==> config.mk <==
export PLATFORM = sky130hd
export DESIGN_NAME = move_input_encoder_flat
export DESIGN_NICKNAME = d
export VERILOG_FILES = /design/src/rtl/move_input_encoder_if.sv /design/src/rtl/move_input_encoder.sv /design/src/flat_wrapper.sv
export SDC_FILE = /design/constraint.sdc
export NUM_CORES = 1
export LEC_CHECK = 0
export CORE_MARGIN = 2
export CORE_UTILIZATION = 60
export DETAILED_ROUTE_END_ITERATION = 8
export MAX_ROUTING_LAYER = met4
export PLACE_DENSITY = 0.79
export SETUP_SLACK_MARGIN = 0.05
export SYNTH_ARGS = -nofsm -noshare
export SYNTH_HDL_FRONTEND = slang
export SYNTH_SLANG_ARGS = --single-unit
==> constraint.sdc <==
create_clock -name clk_d -period 2.66 [get_ports clk_d]
set_input_delay 0.266 -clock clk_d [delete_from_list [all_inputs] [get_ports clk_d]]
set_output_delay 0.266 -clock clk_d [all_outputs]
set_load 0.05 [all_outputs]
==> src/rtl/move_input_encoder_if.sv <==
// Button/move bus between the raw button pad logic, the status source and the play controller.
interface move_input_encoder_if;
  logic [1:0] game_status;
  logic [3:0] btn;
  logic [3:0] act;
  logic [7:0] move_cnt;

  modport master (
    output game_status,
    output btn,
    input  act,
    input  move_cnt
  );

  modport slave (
    input  game_status,
    input  btn,
    output act,
    output move_cnt
  );
endinterface

==> src/rtl/move_input_encoder.sv <==
// Direction push-button encoder: sync, debounce, one strobe per press, move counter.
module move_input_encoder #(
  parameter int unsigned DB_LIMIT = 20000,
  parameter int unsigned CNT_W    = 15
) (
  input logic                 clk_d,
  input logic                 reset,
  move_input_encoder_if.slave bus
);

  localparam int unsigned NB = 4;
  localparam logic [CNT_W-1:0] CNT_LAST = CNT_W'(DB_LIMIT - 1);
  localparam logic [1:0] GS_GAMING  = 2'b01;
  localparam logic [1:0] GS_INITIAL = 2'b10;

  typedef enum logic [1:0] {
    ST_IDLE,
    ST_FIRE,
    ST_WAIT_REL
  } state_t;

  logic [NB-1:0]    s1;
  logic [NB-1:0]    s2;
  logic [NB-1:0]    stable;
  logic [CNT_W-1:0] cnt [NB];
  state_t           state;
  logic [NB-1:0]    act_q;
  logic [7:0]       move_cnt_q;
  logic             one_hot_c;
  logic             gaming_c;

  // Two-flop synchronizer for the asynchronous buttons.
  always_ff @(posedge clk_d) begin
    if (reset) begin
      s1 <= '0;
      s2 <= '0;
    end else begin
      s1 <= bus.btn;
      s2 <= s1;
    end
  end

  for (genvar gi = 0; gi < NB; gi++) begin : g_db
    // Accept a new level only after it has persisted DB_LIMIT consecutive cycles.
    always_ff @(posedge clk_d) begin
      if (reset) begin
        cnt[gi]    <= '0;
        stable[gi] <= 1'b0;
      end else if (s2[gi] == stable[gi]) begin
        cnt[gi] <= '0;
      end else if (cnt[gi] == CNT_LAST) begin
        stable[gi] <= s2[gi];
        cnt[gi]    <= '0;
      end else begin
        cnt[gi] <= cnt[gi] + CNT_W'(1);
      end
    end
  end

  assign one_hot_c = (stable != '0) && ((stable & (stable - NB'(1))) == '0);
  assign gaming_c  = (bus.game_status == GS_GAMING);

  // Press/release FSM with registered strobe and saturating move counter.
  always_ff @(posedge clk_d) begin
    if (reset) begin
      state      <= ST_IDLE;
      act_q      <= '0;
      move_cnt_q <= '0;
    end else begin
      act_q <= '0;
      case (state)
        ST_IDLE: begin
          if (stable != '0) begin
            if (one_hot_c && gaming_c) begin
              state <= ST_FIRE;
              act_q <= stable;
              if (move_cnt_q != 8'hFF) begin
                move_cnt_q <= move_cnt_q + 8'd1;
              end
            end else begin
              // Chords and presses outside GAMING are swallowed until release.
              state <= ST_WAIT_REL;
            end
          end
        end
        ST_FIRE: begin
          state <= ST_WAIT_REL;
        end
        ST_WAIT_REL: begin
          if (stable == '0) begin
            state <= ST_IDLE;
          end
        end
        default: begin
          state <= ST_IDLE;
        end
      endcase
      // Start-of-game clear overrides any increment above.
      if (bus.game_status == GS_INITIAL) begin
        move_cnt_q <= '0;
      end
    end
  end

  assign bus.act      = act_q;
  assign bus.move_cnt = move_cnt_q;

endmodule
==> src/flat_wrapper.sv <==
// flat-port wrapper written by rule: the top's interface ports become plain ports
module move_input_encoder_flat 
#(
  parameter int unsigned DB_LIMIT = 20000,
  parameter int unsigned CNT_W    = 15
)
  (clk_d, reset, bus_game_status, bus_btn, bus_act, bus_move_cnt);
  move_input_encoder_if bus_i ();
  input logic clk_d;
  input logic reset;
  input wire logic [$bits(bus_i.game_status)-1:0] bus_game_status;
  input wire logic [$bits(bus_i.btn)-1:0] bus_btn;
  output wire logic [$bits(bus_i.act)-1:0] bus_act;
  output wire logic [$bits(bus_i.move_cnt)-1:0] bus_move_cnt;
  assign bus_i.game_status = bus_game_status;
  assign bus_i.btn = bus_btn;
  assign bus_act = bus_i.act;
  assign bus_move_cnt = bus_i.move_cnt;
  move_input_encoder #(.DB_LIMIT(DB_LIMIT), .CNT_W(CNT_W)) u_core (.clk_d(clk_d), .reset(reset), .bus(bus_i));
endmodule
Word-level counts from Yosys, hierarchy flattened
Memory sizes are Yosys's and may differ from the RTL's.
Index checks and enable logic that the tools add are counted.
{"block": "word_totals", "ramBits": 60, "regBits": 26, "output_inout_bits": 12, "input_bits": 8, "n_memories": 1}
{"name": "u_core.cnt", "words": 4, "word_bits": 15, "read_ports": 4, "rd_ports_with_merged_regs": 0, "write_ports": 4, "line": "move_input_encoder.sv:25", "rtl": "logic [CNT_W-1:0] cnt [NB];"}
{"block": "op_classes", "bitwise": 20, "n_mux": 62, "reduce_logical": 14, "add_sub_neg": 6, "eq_ne": 15}
{"op": "$mux W15", "count": 12}
{"op": "$add A15 B1 Y15 const B", "count": 4}
{"op": "$eq A15 B15 Y1 const B", "count": 4}
{"op": "$mux W1", "count": 46}
{"op": "$or A1 B1 Y1", "count": 12}
{"op": "$reduce_and A2 Y1", "count": 5}
{"op": "$add A8 B1 Y8 const B", "count": 1}
{"op": "$logic_not A4 Y1", "count": 2}
{"op": "$ne A8 B8 Y1 const B", "count": 1}
{"op": "$not A1 Y1", "count": 7}
{"op": "$mux W2", "count": 3}
{"op": "$pmux W2 S3", "count": 1}
{"op": "$and A4 B4 Y4", "count": 1}
{"op": "$eq A1 B1 Y1", "count": 4}
{"op": "$eq A2 B1 Y1 const B", "count": 2}
{"op": "$eq A2 B2 Y1 const B", "count": 2}
{"op": "$ne A2 B1 Y1 const B", "count": 2}
{"op": "$reduce_and A4 Y1", "count": 1}
{"op": "$reduce_bool A4 Y1", "count": 1}
{"op": "$reduce_or A4 Y1", "count": 1}
{"op": "$sub A4 B1 Y4 const B", "count": 1}
{"op": "$logic_and A1 B1 Y1", "count": 2}
{"op": "$logic_not A2 Y1", "count": 1}
{"op": "$reduce_or A2 Y1", "count": 1}

Logic depth before layout (Yosys ltp)
Gate-level depths: netlist of run 1.
{"block": "logic_depth", "ltp_word": 8, "depth_mapped": 7, "mapped_depth_nobuf": 5}

Least setup slack after synthesis of run 1
OpenSTA, ideal clock, no wires.
{"block": "synth_path", "path_kind": "register -> register", "from": "memory u_core.cnt[0][6]", "to": "memory u_core.cnt[0][5] (data pin)", "path_stages_with_launch": 6, "setup_slack_ns": 0.628, "t_required_ns": 2.405, "period_less_slack_ns": 2.032, "arrival_time_ns": 1.777, "setup_ns": 0.255, "cell_sequence": "edfxtp_1 > or4b_1 > or4_4 > nand2_4 > buf_12 > nor2_2"}
{"element": "start, declared", "line": "move_input_encoder.sv:25"}

==> results.md, run 1 <==
* Number of global-route vias before repair at around 2800
* Sequential share of the synthesized area at 0.538
* TritonCTS clock tree: built
* Worst-Skew Late Latency at 0.35 ns
* Adder-Cell Fraction of Synth Area at 0.0145
* Worst-path clk slew at roughly 0.08 ns
* DP HPWL at between 5 and 6 mm
* Share of layout cells above drive strength 1 at 0.0678
* Worst-path cell chain: or4b_1, or4_4, nand2_4, nor2_1
* Synth Warn # at 0
* Clk buf depth at 2
* Mapped cell area at about 0.0043 sq mm
* Worst r2r dst: u_core.cnt[0][4]
* Die area at 0.00789 sq mm
* Setup bufs post-CTS at 0
* Chip Width at around 90 microns
* Cts-stage hold buffer count at 0
* Gate Count Post-Synth at about 400
* Seq cells post-synth at 86
* TritonRoute pass-1 iters at 4
* Commonest non-fill, non-tap cell in the layout: nor2_1
* RePlAce Congestion at 0.853
* CTS H-Tree Depth at 3
* Largest area contributor in the netlist: edfxtp_1
* Vias per cell at between 5 and 6
* GRT Total Usage at 0.204
* Antenna Nets Post-Route at 0
* Util after Layout at 0.731
* Asr flop ratio synth at 0
* ANT cells at 0
* Netlist cell types at 44
* Via count at slightly above 3000
* Initial Util at 0.628
* Hold Path Cell Cnt at 1
* Clk root buf: clkbuf_8
* Layout Nets at slightly below 500
* Post-synth EDFFs at 60
* 1st-iter DRT viols at approximately 160
* Critical path data required time at around 2.8 ns
* Die Y at a little under 90 microns
* Hold worst-path end: u_core.s2[0]
* Slowest stage delay, CP at 0.58 ns
* Core area at 0.00687 sq mm
* Synth Area in Compound Gates at 0.0209
* Maximum number of pins on one net before global-route repair at 23
* Commonest non-fill, non-tap cells in the layout: nor2_1 (64), edfxtp_1 (60), conb_1 (60), xnor2_1 (31)
* Max transition margin at 0.612
* Power per cell area at 532 mW/mm^2
* Total of max-cap violations at 0
* WP data arrival at 2.21 ns
* Final setup fails at 0
* Slew Limit Fails at 0
* Peak VDD IR at between 0.3 and 0.4 mV
* XOR/XNOR Fraction of Synth Area at 0.116
* RSZ-0062 raised after global routing: no
* WL final at 7.25 mm
* Site row count at 30
* Leakage at between 1.5 and 2 nW
* Buf/Inv on CP at 0
* Run status: completed
* Top_reg_cell synth: edfxtp_1
* Peak fanout along the critical path at 14
* Final hold vios at 0
* Top cells by area, synth: edfxtp_1 (42%), dfxtp_1 (12%), xnor2_1 (6.3%)
* Multi-input gate area at between 0.002 and 0.0025 sq mm
* Post-synthesis simple-gate area fraction at 0.265
* Grt ovf at 0
* Worst reg2reg setup slack at about 0.55 ns
* Post-place setup slack at 0.560 ns
* Area Growth Syn to Fin at 16.3%
* TNS Setup at 0 ns
* Share of Yosys cell area claimed by the top area cell type at 0.418
* Average cell area after synthesis at around 11 sq um
* Min-Delay Path Class: register to register
* Critical Path Source Type: register
* Global-route wire length before repair at 12.1 mm
* CTS resizes at 0
* DR DRC count at 0
* Fin crit period at 2.11 ns
* Critical path class: register to register
* Cell family with most CP delay: simple AND/OR/NAND/NOR gates
* Mux cell area share after synthesis at 0.0209
* Worst R2R Start: u_core.cnt[0][6]
* Max Clk Rate at approximately 470 MHz
* Clock tree sinks at 86
* Setup Skew at between 0.01 and 0.015 ns
* Period utilization at 0.793
* Worst Max-Slew Pin Slew at ~0.58 ns
* Largest family of logic cells by synthesized area: simple AND/OR/NAND/NOR gates
* Register area at 0.00232 sq mm
* R2R depth at 4
* Antenna violations before repair at 0
* Io pins at 20
* Critical path's slowest cell: or4_4
* Fillcell total at between 500 and 600
* Wire per inst at 12.4 microns
* Port bufs at 19
* Critical Path Sink Type: register
* Final Worst Setup Slack at approximately 0.55 ns
* Power, Total at between 2 and 3 mW
* Hold_sp: u_core.s1[0]
* CTS Buf Count at 9
==> Yosys cell counts (2+ instances only) <==
cell,n
o31ai_1,3
nor4_1,11
nand3_1,23
xnor2_1,31
or4_1,5
nor2_2,10
nand2b_1,8
nor2b_1,8
nor3_1,9
nand2_1,24
nor4b_1,2
o311ai_0,2
or4_4,2
nor2_1,64
nor3b_1,4
nand4_1,17
and3_1,4
and4_1,9
a21oi_1,2
clkbuf_1,10
xor2_1,26
o21ai_0,3
dfxtp_1,26
inv_1,9
mux2i_1,9
edfxtp_1,60
ha_1,5
==> report_power, final <==
group / leakage [nW] / internal [mW] / switching, mW
Clock: 0.110 / 0.582 / 0.448
Combinational: 0.840 / 0.0519 / 0.0651
Sequential: 0.830 / 1.47 / 0.0471
==> worst reg2reg max path, delay by kind of cell, from the launching register on <==
family	cells	cell delay, ns
flip-flops	1	0.46
AND/OR/NAND/NOR	4	1.41
==> worst max-delay path by stage <==
stage                           from           endpoint  slack, ns  cells past startpoint
floorplan           u_core.cnt[0][6]   u_core.cnt[0][5]       0.63                      5
global placement    u_core.cnt[0][6]   u_core.cnt[0][4]       0.59                      4
detailed placement  u_core.cnt[0][6]   u_core.cnt[0][4]       0.56                      4
CTS                 u_core.cnt[0][6]   u_core.cnt[0][4]       0.55                      4
global route        u_core.cnt[2][0]  u_core.cnt[2][10]       0.43                      5
finish              u_core.cnt[0][6]   u_core.cnt[0][4]       0.55                      4
==> state kept, by name (all words and copies together), names as in the netlist <==
name	count
u_core.bus.move_cnt	8
u_core.s2	4
u_core.cnt	60
u_core.state	2
u_core.stable	4
u_core.bus.act	4
u_core.s1	4
==> logic make-up after synthesis <==
logic type | Yosys count
and+or+nand+nor | 211
DFF | 86
xor gates and xnor gates | 57
buffers and inverters | 21
AOI/OAI and AO/OA | 13
muxes | 9
adders and majority gates | 5
other | 1
==> layout make-up <==
class	count	area share
tap	96	0.0239
sequential	86	0.463
clock inverter	3	0.0135
timing repair buffer	21	0.0409
multi-input combinational	355	0.421
inverter	9	0.00673
clock buffer	13	0.0317
==> through the flow <==
step	hold WS (ns)	cells	instance area [sq um]
2_1_floorplan	0.394	462	4540
3_3_place_gp	0.415	567	4790
3_5_place_dp	0.424	567	4790
4_1_cts	0.440	583	5020
5_1_grt	0.450	583	5020
6_report	0.437	583	5020
==> per-layer routing <==
metal	vias up	global-route usage	routed length [microns]
met3	10	0.0448	259
met2	63	0.313	3370
met1	1411	0.264	3510
met4	0	0.0799	110
li1	1545	-	-
met5	-	-	0
Note: power is estimated with default switching activity, not from simulation.
==> run 2, diff against run 1 <==
==> constraint.sdc (replaced) <==
create_clock -name clk_d -period 2.1 [get_ports clk_d]
set_input_delay 0.21 -clock clk_d [delete_from_list [all_inputs] [get_ports clk_d]]
set_output_delay 0.21 -clock clk_d [all_outputs]
set_load 0.05 [all_outputs]
==> results.md, run 2 (synthesis results as in run 1) <==
* Run status: completed (unchanged)
* Slowest stage delay, CP at 0.61 ns (was 0.58 ns)
* Clk buf depth at 2 (unchanged)
* Fin crit period at 2.02 ns (was 2.11 ns)
* Core area at 0.00687 sq mm (unchanged)
* Clock tree sinks at 86 (unchanged)
* Io pins at 20 (unchanged)
* Die area at 0.00789 sq mm (unchanged)
* Critical Path Sink Type: register (unchanged)
* Top reg by flops: u_core.cnt (unchanged)
* Global-route wire length before repair at 12.6 mm (was 12.1 mm)
* Final setup fails at 0 (unchanged)
* Worst Max-Slew Pin Slew at 0.692 ns (was 0.578 ns)
* Buf/Inv on CP at 0 (unchanged)
* Period utilization at 0.960 (was 0.793)
* Wire per inst at 12.7 microns (was 12.4 microns)
* Worst-path clk slew at 0.08 ns (about the same)
* R2R depth at 4 (unchanged)
* RSZ-0062 raised after global routing: yes (was no)
* Commonest non-fill, non-tap cells in the layout: nor2_1 (64), edfxtp_1 (60), conb_1 (60), xnor2_1 (31) (unchanged)
* Antenna Nets Post-Route at 0 (unchanged)
* Critical path class: register to register (unchanged)
* Total of max-cap violations at 0 (unchanged)
* Power per cell area at 604 mW/mm^2 (was 532 mW/mm^2)
* Site row count at 30 (unchanged)
* TritonCTS clock tree: built (unchanged)
* WL final at 7.61 mm (was 7.25 mm)
* Final hold vios at 0 (unchanged)
* Commonest non-fill, non-tap cell in the layout: nor2_1 (unchanged)
* Peak VDD IR at 0.372 mV (was 0.342 mV)
* Via count at 3109 (was 3029)
* CTS H-Tree Depth at 3 (unchanged)
* ANT cells at 0 (unchanged)
* Chip Width at 88.8 microns (unchanged)
* CTS Buf Count at 9 (unchanged)
* Area Growth Syn to Fin at 18.0% (was 16.3%)
* Critical Path Source Type: register (unchanged)
* Critical path data required time at 2.21 ns (was 2.76 ns)
* Grt ovf at 0 (unchanged)
* TritonRoute pass-1 iters at 4 (unchanged)
* Worst-path cell chain: or4b_1, or4_4, nand2_8, nor2_1 (was or4b_1, or4_4, nand2_4, nor2_1)
* Non-Filler Instances at 600 (was 583)
* Cell family with most CP delay: simple AND/OR/NAND/NOR gates (unchanged)
* Maximum number of pins on one net before global-route repair at 16 (was 23)
* Slew Limit Fails at 0 (unchanged)
* Clk root buf: clkbuf_8 (unchanged)
* Peak fanout along the critical path at 14 (unchanged)
* DP HPWL at 5.45 mm (was 5.19 mm)
* Antenna violations before repair at 0 (unchanged)
* Layout Nets at 512 (was 495)
* Util after Layout at 0.742 (was 0.731)
* Placed cells at 583 (was 567)
* Worst path depth at 4 (unchanged)
* Leakage at 1.84 nW (was 1.78 nW)
* Worst-Skew Late Latency at 0.36 ns (was 0.35 ns)
* Max reg flops at 60 (unchanged)
* TNS Setup at 0 ns (unchanged)
* 1st-iter DRT viols at 129 (was 163)
* Initial Util at 0.628 (unchanged)
* Share of layout cells above drive strength 1 at 0.0952 (was 0.0678)
* GRT Total Usage at 0.214 (was 0.204)
* Min-Delay Path Class: input pin to register (was register to register)
* Vias per cell at 5.18 (was 5.20)
* Max Clk Rate at 496 MHz (was 474 MHz)
* Max transition margin at 0.535 (was 0.612)
* Setup Skew at 0.0107 ns (was 0.0126 ns)
* RePlAce Congestion at 0.867 (was 0.853)
* Port bufs at 19 (unchanged)
* Number of global-route vias before repair at 2963 (was 2779)
* Die Y at 88.8 microns (unchanged)
* DR DRC count at 0 (unchanged)
* WP data arrival at 2.13 ns (was 2.21 ns)
* Hold Path Cell Cnt at 2 (was 1)
* Critical path's slowest cell: or4_4 (unchanged)
## run 2: cell type report
cell class,count,area [sq um]
Sequential cell,86,2320
Multi-Input combinational cell,356,2140
Fill cell,514,1780
Timing Repair Buffer,37,325
Clock buffer,14,143
Tap cell,96,120
Inverter,9,33.8
Clock inverter,2,10.0
## run 2: final timing paths
path,slack (ns),to,start
setup reg to reg,0.08,u_core.cnt[0][4],u_core.cnt[0][8]
hold / removal,0.42,u_core.s1[3],bus_btn[3]
hold reg to reg,0.44,u_core.s2[2],u_core.s1[2]
setup / recovery,0.08,u_core.cnt[0][4],u_core.cnt[0][8]
## run 2: power by group
| part | internal [mW] | total [mW] | switching [mW] |
|---|---|---|---|
| Combinational | 0.0799 | 0.176 | 0.0957 |
| Sequential | 1.87 | 1.92 | 0.0533 |
| Clock | 0.429 | 0.980 | 0.551 |
| Total | 2.38 | 3.08 | 0.700 |
## run 2: layer usage
metal	GRT usage	vias to the layer above	wire length [microns]	part of all wire
li1	-	1585	-	-
met1	0.263	1478	3650	0.48
met2	0.343	38	3650	0.48
met3	0.0569	8	217	0.029
met4	0.0744	0	89	0.012
met5	-	-	0	0
## run 2: repair_timing
action                     4_1_cts  5_1_grt
hold buffers                     0        0
setup endpoints to repair       16       27
gates cloned                     0        1
resized for setup                2        1
hold endpoints to repair         0        0
setup buffers                    0        0
## run 2: stage by stage
step	setup WS, ns	instance area (sq um)	total power [mW]	hold WS, ns
after floorplan	0.0678	4540	2.06	0.338
after global placement	0.0958	4910	2.12	0.418
after detailed placement	0.0222	4910	2.13	0.425
after CTS	0.0519	5080	3.09	0.412
after global routing	0.0225	5090	3.20	0.416
final	0.0847	5090	3.08	0.417
